[src/rtl/rf_arb_pkg.sv]
`default_nettype none
// ============================================================================
// Module      : rf_arb_pkg
// Description : Shared widths, constants and the buffered mult/div entry type
//               for the register-file write-port arbiter.
// Revision    : 1.0
// ============================================================================
package rf_arb_pkg;

    localparam int DATA_W   = 32;
    localparam int ADDR_W   = 5;
    localparam int NUM_REGS = 1 << ADDR_W;

    localparam logic [ADDR_W-1:0] REG_ZERO = '0;

    typedef struct packed {
        logic [ADDR_W-1:0] dst;
        logic [DATA_W-1:0] data;
    } md_entry_t;

endpackage
`default_nettype wire

[src/rtl/md_result_fifo.sv]
`default_nettype none
// ============================================================================
// Module      : md_result_fifo
// Description : Circular buffer holding mult/div results awaiting a free
//               register-file write slot.
// Revision    : 1.0
// ============================================================================
module md_result_fifo
    import rf_arb_pkg::*;
#(
    parameter int DEPTH = 2
) (
    input  logic                         clk,
    input  logic                         rst,
    input  logic                         push,
    input  md_entry_t                    push_entry,
    input  logic                         pop,
    output md_entry_t                    head,
    output logic [$clog2(DEPTH+1)-1:0]   count,
    output logic                         full,
    output logic                         empty
);

    localparam int CNT_W = $clog2(DEPTH + 1);
    localparam int PTR_W = (DEPTH > 1) ? $clog2(DEPTH) : 1;

    md_entry_t        r_mem [DEPTH];
    logic [PTR_W-1:0] r_wr_ptr;
    logic [PTR_W-1:0] r_rd_ptr;
    logic [CNT_W-1:0] r_count;

    function automatic logic [PTR_W-1:0] ptr_inc(input logic [PTR_W-1:0] p);
        return (p == PTR_W'(DEPTH - 1)) ? '0 : p + 1'b1;
    endfunction

    always_ff @(posedge clk) begin
        if (push) begin
            r_mem[r_wr_ptr] <= push_entry;
        end
    end

    always_ff @(posedge clk) begin
        if (rst) begin
            r_wr_ptr <= '0;
            r_rd_ptr <= '0;
            r_count  <= '0;
        end else begin
            if (push) begin
                r_wr_ptr <= ptr_inc(r_wr_ptr);
            end
            if (pop) begin
                r_rd_ptr <= ptr_inc(r_rd_ptr);
            end
            if (push && !pop) begin
                r_count <= r_count + 1'b1;
            end else if (pop && !push) begin
                r_count <= r_count - 1'b1;
            end
        end
    end

    assign head  = r_mem[r_rd_ptr];
    assign count = r_count;
    assign full  = (r_count == CNT_W'(DEPTH));
    assign empty = (r_count == '0);

endmodule
`default_nettype wire

[src/rtl/rf_write_arbiter.sv]
`default_nettype none
// ============================================================================
// Module      : rf_write_arbiter
// Description : Shares the register-file write port between WB (always wins)
//               and buffered mult/div results; tracks busy destinations.
//               Data/index widths come from rf_arb_pkg.
// Revision    : 1.0
// ============================================================================
module rf_write_arbiter
    import rf_arb_pkg::*;
#(
    parameter int DEPTH = 2
) (
    input  logic              clk,
    input  logic              rst,
    input  logic              wb_we,
    input  logic [ADDR_W-1:0] wb_reg,
    input  logic [DATA_W-1:0] wb_data,
    input  logic              md_issue,
    input  logic [ADDR_W-1:0] md_issue_reg,
    input  logic              md_valid,
    output logic              md_ready,
    input  logic [ADDR_W-1:0] md_reg,
    input  logic [DATA_W-1:0] md_data,
    input  logic [ADDR_W-1:0] dec_rs,
    input  logic [ADDR_W-1:0] dec_rt,
    input  logic [ADDR_W-1:0] dec_rd,
    output logic              dec_stall,
    output logic              rf_we,
    output logic [ADDR_W-1:0] rf_wreg,
    output logic [DATA_W-1:0] rf_wdata
);

    localparam int CNT_W = $clog2(DEPTH + 1);

    md_entry_t             w_head;
    md_entry_t             w_push_entry;
    logic [CNT_W-1:0]      w_count;
    logic                  w_full;
    logic                  w_empty;
    logic                  w_wb_win;
    logic                  w_push;
    logic                  w_pop;
    logic [NUM_REGS-1:0]   r_busy;
    logic [NUM_REGS-1:0]   w_busy_nxt;

    assign w_wb_win     = wb_we && (wb_reg != REG_ZERO);
    assign md_ready     = !rst && (w_count != CNT_W'(DEPTH));
    assign w_push       = md_valid && md_ready && !w_full;
    assign w_pop        = !rst && !w_wb_win && !w_empty;
    assign w_push_entry = '{dst: md_reg, data: md_data};

    md_result_fifo #(
        .DEPTH (DEPTH)
    ) u_fifo (
        .clk        (clk),
        .rst        (rst),
        .push       (w_push),
        .push_entry (w_push_entry),
        .pop        (w_pop),
        .head       (w_head),
        .count      (w_count),
        .full       (w_full),
        .empty      (w_empty)
    );

    // A WB write to r0 leaves the port free, so the FIFO head may drain.
    always_comb begin
        rf_we    = 1'b0;
        rf_wreg  = REG_ZERO;
        rf_wdata = '0;
        if (w_wb_win) begin
            rf_we    = !rst;
            rf_wreg  = wb_reg;
            rf_wdata = wb_data;
        end else if (!w_empty) begin
            rf_we    = !rst && (w_head.dst != REG_ZERO);
            rf_wreg  = w_head.dst;
            rf_wdata = w_head.data;
        end
    end

    // Set is applied after clear so a same-cycle reissue keeps the bit.
    always_comb begin
        w_busy_nxt = r_busy;
        if (w_pop) begin
            w_busy_nxt[w_head.dst] = 1'b0;
        end
        if (md_issue && (md_issue_reg != REG_ZERO)) begin
            w_busy_nxt[md_issue_reg] = 1'b1;
        end
        w_busy_nxt[0] = 1'b0;
    end

    always_ff @(posedge clk) begin
        if (rst) begin
            r_busy <= '0;
        end else begin
            r_busy <= w_busy_nxt;
        end
    end

    assign dec_stall = !rst && (r_busy[dec_rs] | r_busy[dec_rt] | r_busy[dec_rd]);

endmodule
`default_nettype wire

[config.mk]
export PLATFORM = sky130hd
export DESIGN_NAME = rf_write_arbiter
export DESIGN_NICKNAME = d
export VERILOG_FILES = /design/src/rtl/rf_arb_pkg.sv /design/src/rtl/md_result_fifo.sv /design/src/rtl/rf_write_arbiter.sv
export SDC_FILE = /design/constraint.sdc
export NUM_CORES = 1
export LEC_CHECK = 0
export ABC_CLOCK_PERIOD_IN_PS = 6880
export BUFFER_PORTS_ARGS = -buffer_cell sky130_fd_sc_hd__buf_2
export CAP_MARGIN = 30
export CORE_MARGIN = 2
export CORE_UTILIZATION = 58
export CTS_CLUSTER_DIAMETER = 50
export DETAILED_ROUTE_END_ITERATION = 10
export PLACE_DENSITY_LB_ADDON = 0.15
export RECOVER_POWER = 50
export SETUP_SLACK_MARGIN = 0.02
export SYNTH_ARGS = -nofsm -noshare
export SYNTH_HDL_FRONTEND = slang
export SYNTH_SLANG_ARGS = --single-unit
[constraint.sdc]
create_clock -name clk -period 6.88 [get_ports clk]
set_input_delay 0.344 -clock clk [delete_from_list [all_inputs] [get_ports clk]]
set_output_delay 0.344 -clock clk [all_outputs]
set_load 0.01 [all_outputs]
==> reports/qor.yml, run 1 <==
synthesis:
  async_flop_share: 0
  yosysMostFrequentCell: "nand2_1"
  synth_commonest_cells: "nand2_1 (77), edfxtp_1 (74), mux2i_1 (45)"
  yosysSeqAreaShare: 0.532
  synth_area_leaders: "edfxtp_1 (40%), dfxtp_1 (13%), mux2i_1 (8.1%)"
  netlist_instances: 489
  syn_nets: 589
  synth-edff-count: 74
  synth_area_per_cell_um2: 11.3
  synth_top_cell_area_share: 0.402
  ys_types: 48
  yosysTopAreaCell: "edfxtp_1"
  synth-warning-count: 0
  synth-seq-cells: 110
  syn-cell-area_um2: 5530
  synth-main-ff-cell: "edfxtp_1"
job:
  drv_cap: 1
critical_path:
  reg2reg_slack_ns: 3.07
  crit_top_cell: "nor2_1"
  start_kind: "register"
  path_max_fanout: 42
  cp-end-kind: "register"
  crit_type: "register to register"
  path_delay_family: "simple AND/OR/NAND/NOR gates"
  critPathSlowestCell: "nor2_1"
  cp_cell_sequence: "nor2_1 -> nor2_1 -> nand2_1 -> ha_1 -> or3_1 -> a21oi_1"
  arrival_ns: 4.11
  cp.required_ns: 7.18
  cp_slowest_stage_delay_ns: 2.16
  path_buf_inv: 0
clocking:
  cts_sinks: 110
  clock_latency_ns: 0.37
  cts_made_buffers: 9
  ctsResizeCount: 0
  clock_path_buffers: 2
  cts_setup_buffers: 0
  hold_buffers: 0
  clk_pin_slew_ns: 0.12
  clockRootBuffer: "clkbuf_8"
  cts_tree: "yes"
  h-tree-depth: 3
placement:
  pre_cts_ws_ns: 4.27
  hpwl_mm: 9.30
  place_congestion: 0.942
  placed_area_um2: 6320
  io_buffers: 138
floorplanning:
  start_util: 0.599
  num_rows: 35
  dieArea_um2: 10300
  die_width_um: 102
  chipHeight_um: 102
  core_area_um2: 9240
  pin_count: 139
grt:
  first_global_vias: 4170
  grt_overflow_total: 0
  antenna_found_initial: 0
  grt_max_degree: 63
  track_usage: 0.251
  grt_pass1_wl_mm: 20.0
timing:
  fin_ws_ns: 3.07
  rsz0062_at_grt: "no"
  hold_violations: 0
  setup_viol: 0
  fmaxAchievable_mhz: 263
  skew_ns: 0.0143
  worst_slew_pin_slew_ns: 2.94
  fin_crit_ns: 3.81
  max-slew-margin-rel: -0.969
  post-route-period-util: 0.554
  maxSlewViolCount: 43
  tns_ns: 0
power:
  clock_power_share: 0.261
  leakagePower_nw: 2.36
  vdd_drop_max_mv: 0.131
  p_comb_frac: 0.221
  p_per_area_nw_per_um2: 225
  swShare: 0.309
  power.switching_mw: 0.450
  p_int_mw: 1.00
  share_seq_of_total_power: 0.518
worst_hold_path:
  hold_class: "primary input to register"
route:
  routed_wl_mm: 12.8
  vias: 4390
  vias_per_cell: 5.91
  routedWlPerCell_um: 17.3
  ant_nets: 0
  dr.first_iter.drc_count: 278
  drc: 0
  drt_first_pass_iters: 5
run_status:
  status: "finished, violations left"
  violations: "capacitance limit, slew limit"
layout:
  post-route-util: 0.700
  fin_area_um2: 6470
  areaGrowthSynthToFinish_pct: 16.8
  drive_gt1_frac: 0.285
  diodes: 0
  nNetsFinal: 709
-- final cells by class --
type,count,area [um^2]
multi-input combinational,340,2430
clock buffer,9,124
tap,129,161
timing repair buffer,141,706
clock inverter,7,70.1
inverter,7,26.3
sequential,110,2940
fill,702,2770
-- layer usage --
layer,GRT usage,up-vias,part of all wire
li1,-,2104,-
met1,0.307,2071,0.39
met3,0.0476,28,0.075
met2,0.438,187,0.50
met4,0.101,0,0.026
met5,0,-,0
-- cells in the final DEF, fill, tap and decap left out, types with 4 or more instances in the layout --
cell type    n
clkbuf_8     9
nor2b_1      6
mux2i_1     45
o31ai_1     37
and3_1       4
mux2_2       6
nand2_1     77
a21oi_1     38
edfxtp_1    74
mux4_2      19
buf_2      125
nand3_1      4
o21ai_1     17
nor3b_1      6
inv_1        7
clkbuf_1    14
dfxtp_1     35
o21ai_0     20
nor2_1      15
-- cell families (layout without fill, tap and decap cells) --
| logic type | Yosys count | count (layout) | share of synthesized area |
|---|---|---|---|
| adder cells (fa/ha/maj) | 1 | 1 | 0.00226 |
| flip-flops | 110 | 110 | 0.532 |
| AND/OR/NAND/NOR | 139 | 139 | 0.122 |
| AO/OA/AOI/OAI | 126 | 126 | 0.138 |
| XOR/XNOR | 4 | 4 | 0.00633 |
| multiplexers | 70 | 70 | 0.171 |
| buffers and inverters | 39 | 164 | 0.0287 |
-- flip-flops by register name, summed over array words and instances, names as in the netlist, named ones only --
signal	cells
u_fifo.r_mem	74
u_fifo.r_rd_ptr	1
u_fifo.r_wr_ptr	1
u_fifo.count	2
r_busy	31
-- power groups by stage --
stage	clock network, mW	logic, mW	registers [mW]
CTS	0.380	0.327	0.755
global placement	0	0.313	0.768
global route	0.408	0.349	0.757
finish	0.380	0.321	0.754
detailed placement	0	0.326	0.769
floorplan	0	0.213	0.765
-- path summary, 6_finish.rpt --
path	from	end	cells past startpoint
min	md_data[14]	u_fifo.r_mem[0][14]	1
min reg2reg	r_busy[10]	r_busy[10]	2
max reg2reg	u_fifo.count[0]	u_fifo.count[1]	6
max	u_fifo.count[0]	u_fifo.count[1]	6
-- per-stage QoR --
stage	total power [mW]	hold WS [ns]	cells
6_report	1.45	0.149	743
4_1_cts	1.46	0.141	743
2_1_floorplan	0.978	0.443	489
5_1_grt	1.51	0.133	743
3_5_place_dp	1.10	0.501	727
3_3_place_gp	1.08	0.490	725
Power figures use the tool's default switching activity.
==> run 2, diff against run 1 <==
--- a/config.mk
+++ b/config.mk
@@ -5,11 +5,11 @@
 export SDC_FILE = /design/constraint.sdc
 export NUM_CORES = 1
 export LEC_CHECK = 0
-export ABC_CLOCK_PERIOD_IN_PS = 6880
+export ABC_CLOCK_PERIOD_IN_PS = 3300
 export BUFFER_PORTS_ARGS = -buffer_cell sky130_fd_sc_hd__buf_2
 export CAP_MARGIN = 30
 export CORE_MARGIN = 2
-export CORE_UTILIZATION = 58
+export CORE_UTILIZATION = 48
 export CTS_CLUSTER_DIAMETER = 50
 export DETAILED_ROUTE_END_ITERATION = 10
 export PLACE_DENSITY_LB_ADDON = 0.15
==> constraint.sdc (replaced) <==
create_clock -name clk -period 3.3 [get_ports clk]
set_input_delay 0.165 -clock clk [delete_from_list [all_inputs] [get_ports clk]]
set_output_delay 0.165 -clock clk [all_outputs]
set_load 0.01 [all_outputs]
==> reports/qor.yml, run 2 (synthesized netlist as in run 1, its figures left out) <==
grt:
  grt_pass1_wl_mm: 21.9
  grt_max_degree: 69
  antenna_found_initial: 0
  first_global_vias: 4360
  grt_overflow_total: 0
  track_usage: 0.219
critical_path:
  r2r_cells: 5
  crit_type: "register to output port"
  path_delay_family: "multiplexers"
  path_max_fanout: 16
  critPathSlowestCell: "mux2i_1"
  arrival_ns: 2.48
  cp.required_ns: 3.13
  cp-end-kind: "output port"
  start_kind: "register"
  path_buf_inv: 1
  cp_cell_sequence: "mux2i_1 -> nand3_1 -> o21ai_0 -> a21oi_1 -> buf_2"
  crit_cells: 5
  cp_slowest_stage_delay_ns: 0.70
power:
  finalPower_mw: 3.61
  leakagePower_nw: 2.50
  p_int_mw: 2.65
  power.switching_mw: 0.958
  p_comb_frac: 0.188
  vdd_drop_max_mv: 0.357
  clock_power_share: 0.370
  p_per_area_nw_per_um2: 525
  swShare: 0.266
  share_seq_of_total_power: 0.442
timing:
  setup_viol: 0
  maxSlewViolCount: 0
  skew_ns: 0.00832
  tns_ns: 0
  worst_slew_pin_slew_ns: 1.01
  fmaxAchievable_mhz: 378
  post-route-period-util: 0.801
  hold_violations: 0
  max-slew-margin-rel: 0.325
  fin_ws_ns: 0.658
  fin_crit_ns: 2.64
  rsz0062_at_grt: "no"
clocking:
  h-tree-depth: 3
  clockRootBuffer: "clkbuf_16"
  clock_path_buffers: 2
  cts_tree: "yes"
  clk_pin_slew_ns: 0.07
  cts_setup_buffers: 0
  clock_latency_ns: 0.35
  cts_sinks: 110
  cts_made_buffers: 9
layout:
  regArea_um2: 2940
  diodes: 0
  areaGrowthSynthToFinish_pct: 24.1
  nNetsFinal: 730
  top_register: "u_fifo.r_mem"
  multi_input_area_um2: 2450
  final_cell_mix: "buf_2 (114), nand2_1 (77), edfxtp_1 (74)"
  drive_gt1_frac: 0.266
  largest_reg_flops: 74
  final_common_cell: "buf_2"
  fillers: 926
  post-route-util: 0.606
placement:
  hpwl_mm: 9.67
  place_congestion: 0.908
  io_buffers: 138
  pre_cts_ws_ns: 0.988
route:
  routedWlPerCell_um: 17.3
  vias: 4501
  vias_per_cell: 5.79
  ant_nets: 0
  routed_wl_mm: 13.5
  drc: 0
  dr.first_iter.drc_count: 329
  drt_first_pass_iters: 5
floorplanning:
  start_util: 0.489
  die_width_um: 111
  num_rows: 39
  dieArea_um2: 12400
  core_area_um2: 11300
  pin_count: 139
  chipHeight_um: 111
job:
  drv_cap: 0
run_status:
  status: "completed"
worst_hold_path:
  min_path_cells: 1
  hold_class: "primary input to register"
## run 2: cell count changes in the layout (fill, tap and decap cells not counted), moves of 2 or more
cell           delta
buf_2            -11
clkbuf_16         +9
clkbuf_1          +8
buf_4             +2
clkbuf_8          -9
clkbuf_2          +3
dlygate4sd3_1    +20
nor2_1            -2
nor2_4            +2
bufinv_16         +4
## run 2: repair_timing
action / in CTS / in global routing
hold endpoints to repair: 39 / 0
hold buffers: 20 / 0
resized for setup: 0 / 0
## run 2: cell type report
class | instances | share of cell area
Multi-Input combinational cell | 340 | 0.357
Tap cell | 143 | 0.0261
Timing Repair Buffer | 162 | 0.130
Sequential cell | 110 | 0.429
Inverter | 7 | 0.00383
Clock buffer | 9 | 0.0328
Clock inverter | 7 | 0.0221
## run 2: power by group through the flow
stage,registers [mW],clock network (mW),logic [mW]
after detailed placement,1.62,0,0.664
after global routing,1.60,1.41,0.743
after floorplan,1.59,0,0.445
final,1.59,1.33,0.679
after global placement,1.62,0,0.654
after CTS,1.59,1.35,0.687
## run 2: path summary, 6_finish.rpt
kind | start | end | slack [ns]
hold reg to reg | r_busy[31] | r_busy[31] | 0.52
setup / recovery | register | rf_we | 0.66
hold / removal | md_data[23] | u_fifo.r_mem[0][23] | 0.009
setup reg to reg | register | r_busy[16] | 1.02
## run 2: worst register-to-register path, delay by kind of cell (launching register included)
kind                   cells  cell delay, ns
DFF                        1            0.60
buffers and inverters      1            0.50
AOI/OAI and AO/OA          3            0.52
and+or+nand+nor            1            0.51
## run 2: routing by layer
layer	part of all wire	track usage
met3	0.060	0.0359
met1	0.43	0.286
met2	0.50	0.371
met5	0	0
met4	0.017	0.0782
## run 2: stage by stage
step	cells	cell area, um^2	hold slack (ns)
finish	778	6870	0.00878
global route	778	6870	0.000663
CTS	778	6900	0.000209
detailed placement	742	6320	0.357
global placement	742	6320	0.352
floorplan	489	5530	0.264
